===== config.mk =====
export PLATFORM = sky130hd
export DESIGN_NAME = restoring_divider
export DESIGN_NICKNAME = d
export VERILOG_FILES = /design/src/rtl/restoring_divider_pkg.sv /design/src/rtl/add_sub9.sv /design/src/rtl/restoring_divider.sv
export SDC_FILE = /design/constraint.sdc
export NUM_CORES = 1
export LEC_CHECK = 0
export ABC_AREA = 1
export CAP_MARGIN = 10
export CORE_MARGIN = 4
export CORE_UTILIZATION = 50
export CTS_CLUSTER_DIAMETER = 200
export DETAILED_ROUTE_END_ITERATION = 7
export PLACE_DENSITY = 0.75
export SLEW_MARGIN = 10
export SYNTH_ARGS = -nofsm -noshare
export SYNTH_HDL_FRONTEND = slang
export SYNTH_SLANG_ARGS = --single-unit

===== constraint.sdc =====
create_clock -name clk -period 5.25 [get_ports clk]
set_input_delay 1.05 -clock clk [delete_from_list [all_inputs] [get_ports clk]]
set_output_delay 1.05 -clock clk [all_outputs]
set_load 0.01 [all_outputs]

===== src/rtl/restoring_divider_pkg.sv =====
// restoring_divider_pkg: shared width default, FSM state encoding and counter sizing.
package restoring_divider_pkg;
    localparam int WIDTH_DEFAULT = 8;
    typedef enum logic [1:0] {IDLE, RUN, DONE} state_t;
    function automatic int cnt_width(input int w);
        return $clog2(w + 1);
    endfunction
endpackage


===== src/rtl/add_sub9.sv =====
// add_sub9: N-bit ripple-carry adder built from full-adder cells; subtraction by feeding ~y and cin=1.
module add_sub9 #(
    parameter int N = 9
) (
    input  logic [N-1:0] x,
    input  logic [N-1:0] y,
    input  logic         cin,
    output logic [N-1:0] z,
    output logic         cout
);
    logic [N:0] w_c;
    assign w_c[0] = cin;
    for (genvar i = 0; i < N; i++) begin : g_fa
        assign z[i]     = x[i] ^ y[i] ^ w_c[i];
        assign w_c[i+1] = (x[i] & y[i]) | (w_c[i] & (x[i] ^ y[i]));
    end
    assign cout = w_c[N];
endmodule


===== src/rtl/restoring_divider.sv =====
// restoring_divider: multi-cycle unsigned restoring divider, one quotient bit per cycle.
module restoring_divider
    import restoring_divider_pkg::*;
#(
    parameter int WIDTH = WIDTH_DEFAULT
) (
    input  logic             clk,
    input  logic             rst_n,
    input  logic             start,
    input  logic [WIDTH-1:0] dividend,
    input  logic [WIDTH-1:0] divisor,
    output logic             busy,
    output logic             done,
    output logic [WIDTH-1:0] quotient,
    output logic [WIDTH-1:0] remainder,
    output logic             div_by_zero
);
    localparam int CW = cnt_width(WIDTH);

    state_t           r_state, w_state_nx;
    logic [WIDTH:0]   r_a;
    logic [WIDTH-1:0] r_q, r_m, r_quot, r_rem;
    logic [CW-1:0]    r_cnt, w_cnt_inc;
    logic             r_dbz;
    logic [WIDTH:0]   w_a_sh, w_sum, w_a_nx;
    logic [WIDTH-1:0] w_q_nx;
    logic             w_cout, w_neg, w_last, w_dz, w_unused;

    assign w_a_sh = {r_a[WIDTH-1:0], r_q[WIDTH-1]};

    add_sub9 #(.N(WIDTH + 1)) u_add (
        .x    (w_a_sh),
        .y    (~{1'b0, r_m}),
        .cin  (1'b1),
        .z    (w_sum),
        .cout (w_cout)
    );

    // A never exceeds the divisor after a step, so its top bit and the carry carry no extra information
    assign w_unused = ^{r_a[WIDTH], w_cout};
    assign w_neg    = w_sum[WIDTH];
    assign w_a_nx   = w_neg ? w_a_sh : w_sum;
    assign w_q_nx   = {r_q[WIDTH-2:0], ~w_neg};
    assign w_last   = r_cnt == CW'(WIDTH - 1);
    assign w_dz     = divisor == '0;

    for (genvar i = 0; i < CW; i++) begin : g_inc
        if (i == 0) begin : g_lsb
            assign w_cnt_inc[i] = ~r_cnt[i];
        end else begin : g_bit
            assign w_cnt_inc[i] = r_cnt[i] ^ (&r_cnt[i-1:0]);
        end
    end

    always_ff @(posedge clk or negedge rst_n) begin
        if (!rst_n) r_state <= IDLE;
        else        r_state <= w_state_nx;
    end

    always_comb begin
        w_state_nx = r_state;
        case (r_state)
            IDLE:    w_state_nx = start ? (w_dz ? DONE : RUN) : IDLE;
            RUN:     w_state_nx = w_last ? DONE : RUN;
            default: w_state_nx = IDLE;
        endcase
    end

    always_ff @(posedge clk or negedge rst_n) begin
        if (!rst_n) begin
            r_a    <= '0;
            r_q    <= '0;
            r_m    <= '0;
            r_cnt  <= '0;
            r_quot <= '0;
            r_rem  <= '0;
            r_dbz  <= 1'b0;
        end else if (r_state == IDLE && start) begin
            if (w_dz) begin
                r_quot <= '1;
                r_rem  <= dividend;
                r_dbz  <= 1'b1;
            end else begin
                r_a   <= '0;
                r_q   <= dividend;
                r_m   <= divisor;
                r_cnt <= '0;
            end
        end else if (r_state == RUN) begin
            r_a   <= w_a_nx;
            r_q   <= w_q_nx;
            r_cnt <= w_cnt_inc;
            if (w_last) begin
                r_quot <= w_q_nx;
                r_rem  <= w_a_nx[WIDTH-1:0];
                r_dbz  <= 1'b0;
            end
        end
    end

    assign busy        = r_state == RUN;
    assign done        = r_state == DONE;
    assign quotient    = r_quot;
    assign remainder   = r_rem;
    assign div_by_zero = r_dbz;
endmodule


==> flow_summary.yaml, run 1 <==
run_status:
  outcome: "finished, final reports clean"
sta:
  max_freq_ghz: 0.255
  whs_ns: 0.500
  setup_slack_ns: 1.33
  setup-violations-final: 0
  worstMarginPinSlew_ns: 1.05
  slew_violations: 0
  slew_headroom_pct: 29.8
  min_period_over_period_pct: 74.7
  setup_tns_ns: 0
  clock_skew_ns: 0.00755
  rsz0062_at_grt: "no"
  min_period_ns: 3.92
  hold_violations: 0
critical_path:
  setup.worst_path.start_class: "flop"
  cp-end-kind: "flop"
  critical_path_class: "reg2reg"
  crit_family: "adder cells"
  worstPathRequired_ns: 5.44
  crit_chain: "inv_1 > ha_1 > inv_1 > fa_1 > inv_1 > fa_1 > fa_1 > fa_1 > fa_1 > fa_1 > inv_1 > fa_1 > inv_1 > nand2_1 > nand2_1 > nand3_1 > nand3_1 > nand2_1 > nand2_1"
  cp_slowest_cell: "fa_1"
  cp_max_fo: 10
  cp_num_buf_inv: 5
  startpoint: "r_q[7]$_DFFE_PN0P_"
  cpPeakStageDelay_ns: 0.39
  critical_path_arrival_ns: 4.11
  crit_top_cell: "fa_1"
  rr_startpoint: "r_q[7]$_DFFE_PN0P_"
clock_network:
  cts_tree: "built"
  cts.path.max_buffers: 2
  cts_sinks: 47
  cts_made_buffers: 5
  htree_levels: 2
  post_cts_buffers: 0
  holdBufCountCts: 0
  cts_resized: 0
  cts.clk_slew.worst_paths_ns: 0.08
  insertion_delay_ns: 0.30
  cts_root_buf: "clkbuf_8"
detailed_routing:
  wirelength_um: 5390
  vias: 2053
  routedWlPerCell_um: 13.4
  drt_iter0_markers: 166
  vias_per_cell: 5.11
  ant_nets: 0
  route.detailed.drc: 0
  drt-pass1-iter-count: 5
floorplanning:
  pin_count: 38
  die-area_sq_mm: 0.00605
  start_util_pct: 51.5
  die_y_um: 77.8
  rows: 25
  core_sq_mm: 0.00472
  die_x_um: 77.8
placement:
  place_area_sq_mm: 0.00282
  place_congestion: 0.823
  io_buffers: 37
  post-dp-hpwl_um: 3680
  dp_slack_ns: 1.39
grt:
  grt_start_max_net_pins: 48
  antenna_found_initial: 0
  grt_util_all_layers_pct: 19.2
  grt_pass1_wl_um: 9370
  grt_pass1_vias: 1998
  grt_overflow: 0
layout:
  final_area_sq_mm: 0.00291
  nFillCells: 440
  multi_input_area_sq_mm: 0.00110
  drive_gt1_share_pct: 5.07
  seqCellArea_sq_mm: 0.00118
  nets: 364
  area_growth_pct: 19.3
  diodes: 0
worst_hold_path:
  hp-class: "reg2reg"
  min_from: "div_by_zero$_DFFE_PN0P_"
pwr:
  seq_power_share_pct: 34.6
  max-vdd-ir-drop_v: 0.000269
  intPower_w: 0.00103
  p_comb_share_pct: 53.1
  leakagePower_nw: 1.54
  p_switching_w: 0.000784
  power_density_mw_per_mm2: 625
  switching_share_pct: 43.2
  clockPowerShare_pct: 12.2
synthesis:
  yosysWarnings: 0
  yosys.area.top_type: "dfrtp_1"
  yosysSeqAreaShare_pct: 48.3
  synth_nets: 332
  netlist_area_sq_mm: 0.00243
  netlist_instances: 303
  synthTopCellsByArea: "dfrtp_1, nand2_1, nand3_1, fa_1, inv_1"
  netlist.area_leader.share_pct: 48.3
  synth_area_per_cell_sq_um: 8.04
  ys_types: 20
  synth_seq_cells: 47
flow_run:
  timing.max_cap.violations: 0
[layout by cell type, fill, tap and decap left out]
cell,netlist,routed
o21ai_4,1,1
xor2_1,1,1
nand3_1,54,54
dfrtp_1,47,47
o21ai_0,5,5
clkbuf_8,0,6
inv_2,1,1
fa_1,7,7
nor2_1,8,8
nand2_2,4,4
nand2_4,1,1
o211ai_1,6,6
nand2_1,128,128
inv_1,23,23
clkdlybuf4s50_1,0,36
buf_2,8,1
nor2_2,1,1
clkinv_2,0,1
ha_1,3,3
or2_2,1,1
[synth_stat cells]
cell type,instances
xor2_1,1
nand2_2,4
or2_2,1
buf_2,8
nand2_4,1
nor2_2,1
ha_1,3
nand3_1,54
dfrtp_1,47
o211ai_1,6
fa_1,7
nand2_1,128
buf_6,1
o21ai_0,5
buf_4,1
inv_2,1
buf_1,2
inv_1,23
nor2_1,8
o21ai_4,1
[sequential cells by signal, indices dropped and copies added (netlist names)]
signal and count:
div_by_zero 1, quotient 8, r_a 8, r_cnt 4
r_m 8, r_q 8, r_state 2, remainder 8
[worst min-delay path: cells and delay by family (launching register included)]
family | cells | cell delay, ns
flops | 1 | 0.36
simple gates | 2 | 0.12
[power by group through the flow]
stage / Combinational [W] / Sequential, W / Clock, W
final: 0.000965 / 0.000629 / 0.000222
after global routing: 0.00113 / 0.000650 / 0.000237
after CTS: 0.000971 / 0.000629 / 0.000224
after detailed placement: 0.000962 / 0.000637 / 0
after global placement: 0.000945 / 0.000630 / 0
after floorplan: 0.000663 / 0.000643 / 0
[layer usage]
layer	up-vias	share of wire (%)	track usage [%]
li1	1019	-	-
met1	954	45	26.1
met2	72	47	31.5
met3	8	6.6	3.13
met4	0	0.98	5.69
met5	-	0	0
[stage by stage]
| step | instances | util (%) | total power (W) |
|---|---|---|---|
| 2_1_floorplan | 303 | - | 0.00131 |
| 3_3_place_gp | 395 | 59.7 | 0.00158 |
| 3_5_place_dp | 395 | 59.7 | 0.00160 |
| 4_1_cts | 402 | 61.5 | 0.00182 |
| 5_1_grt | 402 | 61.5 | 0.00201 |
| 6_report | 402 | 61.5 | 0.00182 |
[path summary, 6_finish.rpt]
| path | endpoint | slack (ns) | depth (start not counted) |
|---|---|---|---|
| max | remainder[1]$_DFFE_PN0P_ | 1.33 | 19 |
| min | div_by_zero$_DFFE_PN0P_ | 0.50 | 2 |
| max reg2reg | remainder[1]$_DFFE_PN0P_ | 1.33 | 19 |
| min reg2reg | div_by_zero$_DFFE_PN0P_ | 0.50 | 2 |
| max in group asynchronous | r_a[4]$_DFFE_PN0P_ | 3.66 | 1 |
| min in group asynchronous | remainder[3]$_DFFE_PN0P_ | 0.93 | 1 |
[cell type report]
class                           instances  area share (%)
Multi-Input combinational cell        220            37.9
Timing Repair Buffer                   37            12.6
Clock buffer                            6            2.84
Clock inverter                          1           0.172
Tap cell                               67            2.89
Sequential cell                        47            40.5
Inverter                               24            3.10
[cells by family (layout without fill, tap and decap cells)]
group	Yosys count	count (layout)	share of synthesized area (%)
buf+inv	36	68	6.42
compound gates	12	12	3.55
simple gates	197	197	34.1
xor+xnor	1	1	0.360
flops	47	47	48.3
fa+ha+maj	10	10	7.30
Note: power is estimated with default switching activity, not from simulation.
==> inputs of run 2 (changes only) <==
==> constraint.sdc (replaced) <==
create_clock -name clk -period 4.1 [get_ports clk]
set_input_delay 0.82 -clock clk [delete_from_list [all_inputs] [get_ports clk]]
set_output_delay 0.82 -clock clk [all_outputs]
set_load 0.01 [all_outputs]
==> run 2 against run 1 <==
  * Clock skew grew 0.0042 ns
  * Critical endpoint unchanged
  * Fmax grew 3.9%
  * Clock power increased by 27%
  * Combinational power up 30%
  * Flip-flop and latch count stayed put
==> flow_summary.yaml, run 2 (same netlist as run 1, synthesis figures left out) <==
layout:
  most-common-layout-cells: "nand2_1, nand3_1, dfrtp_1"
  diodes: 0
  final_core_util_pct: 61.7
  seqCellArea_sq_mm: 0.00118
  drive_gt1_share_pct: 5.95
  final_common_cell: "nand2_1"
  nets: 364
  area_growth_pct: 19.8
  nFillCells: 432
  multi_input_area_sq_mm: 0.00111
detailed_routing:
  vias_per_cell: 5.13
  ant_nets: 0
  vias: 2068
  routedWlPerCell_um: 13.3
  wirelength_um: 5350
  drt_iter0_markers: 206
  route.detailed.drc: 0
  drt-pass1-iter-count: 5
sta:
  max_freq_ghz: 0.265
  clock_skew_ns: 0.0118
  rsz0062_at_grt: "no"
  hold_violations: 0
  setup_tns_ns: 0
  setup_slack_ns: 0.328
  worstMarginPinSlew_ns: 1.02
  setup-violations-final: 0
  min_period_ns: 3.77
  slew_violations: 0
  min_period_over_period_pct: 92.0
  slew_headroom_pct: 32.2
clock_network:
  post_cts_buffers: 0
  cts.clk_slew.worst_paths_ns: 0.10
  htree_levels: 2
  cts.path.max_buffers: 2
  cts_sinks: 47
  cts_tree: "built"
  holdBufCountCts: 0
  cts_root_buf: "clkbuf_8"
  cts_made_buffers: 5
  insertion_delay_ns: 0.31
pwr:
  p_switching_w: 0.00102
  intPower_w: 0.00131
  leakagePower_nw: 1.53
  power_density_mw_per_mm2: 800
  clockPowerShare_pct: 12.0
  switching_share_pct: 43.7
  max-vdd-ir-drop_v: 0.000334
  seq_power_share_pct: 34.5
  p_comb_share_pct: 53.5
critical_path:
  cp_max_fo: 10
  worstPathRequired_ns: 4.30
  setup.worst_path.start_class: "flop"
  critical_path_class: "reg2reg"
  cp-end-kind: "flop"
  critical_path_arrival_ns: 3.97
floorplanning:
  rows: 25
  core_sq_mm: 0.00472
  die_x_um: 77.8
  die_y_um: 77.8
  pin_count: 38
  start_util_pct: 51.5
  die-area_sq_mm: 0.00605
placement:
  io_buffers: 37
  dp_slack_ns: 0.226
  post-dp-hpwl_um: 3700
  place_congestion: 0.823
grt:
  antenna_found_initial: 0
  grt_start_max_net_pins: 48
  grt_pass1_wl_um: 9360
  grt_overflow: 0
  grt_util_all_layers_pct: 19.4
  grt_pass1_vias: 2003
flow_run:
  timing.max_cap.violations: 0
run_status:
  outcome: "finished, final reports clean"
worst_hold_path:
  hp-class: "reg2reg"
==> run 2: final cells by class <==
cell class / count / area share [%]
Clock inverter: 3 / 0.686
Clock buffer: 5 / 2.36
Timing Repair Buffer: 37 / 12.5
Multi-Input combinational cell: 220 / 38.1
Sequential cell: 47 / 40.3
Tap cell: 67 / 2.87
Inverter: 24 / 3.09
==> run 2: per-stage QoR <==
stage | instances | total power [W] | hold WS (ns) | cell area [sq um]
finish | 403 | 0.00233 | 0.501 | 2920
global placement | 395 | 0.00202 | 0.466 | 2820
CTS | 403 | 0.00233 | 0.502 | 2910
floorplan | 303 | 0.00167 | 0.453 | 2430
detailed placement | 395 | 0.00205 | 0.479 | 2820
global route | 403 | 0.00259 | 0.527 | 2920
==> run 2: repair_timing <==
action / 4_1_cts / 5_1_grt
endpoints found under the hold margin: 0 / 0
resized for setup: 0 / 3
endpoints found under the setup margin: 0 / 17
==> run 2: final timing paths <==
path                                          from                        to  slack (ns)  cells after the start
max                             r_q[7]$_DFFE_PN0P_  remainder[1]$_DFFE_PN0P_        0.33                     19
min                        div_by_zero$_DFFE_PN0P_   div_by_zero$_DFFE_PN0P_        0.50                      2
max reg2reg                     r_q[7]$_DFFE_PN0P_  remainder[1]$_DFFE_PN0P_        0.33                     19
min reg2reg                div_by_zero$_DFFE_PN0P_   div_by_zero$_DFFE_PN0P_        0.50                      2
max in group asynchronous                    rst_n        r_m[6]$_DFFE_PN0P_        2.80                      1
min in group asynchronous                    rst_n   div_by_zero$_DFFE_PN0P_        0.68                      1
==> run 2: worst max-delay path, stage by stage (launching register included) <==
cell and delay [ns]:
dfrtp_1 0.37, inv_1 0.05, ha_1 0.18, inv_1 0.06, fa_1 0.16, inv_1 0.05, fa_1 0.38, fa_1 0.39
fa_1 0.39, fa_1 0.39, fa_1 0.36, inv_1 0.07, fa_1 0.20, inv_1 0.06, nand2_1 0.11, nand2_4 0.10
nand3_1 0.10, nand3_1 0.11, nand2_1 0.07, nand2_1 0.05
==> run 2: layer usage <==
| layer | track usage [%] | share of wire (%) |
|---|---|---|
| met1 | 26.0 | 44 |
| met2 | 31.6 | 49 |
| met3 | 3.71 | 5.3 |
| met4 | 6.05 | 1.9 |
| met5 | 0 | 0 |
==> run 2: power groups by stage <==
stage               Combinational (W)  Clock (W)  Sequential [W]
detailed placement            0.00124          0        0.000815
finish                        0.00125   0.000281        0.000805
global placement              0.00121          0        0.000807
CTS                           0.00124   0.000285        0.000805
global route                  0.00146   0.000304        0.000831
floorplan                    0.000849          0        0.000824
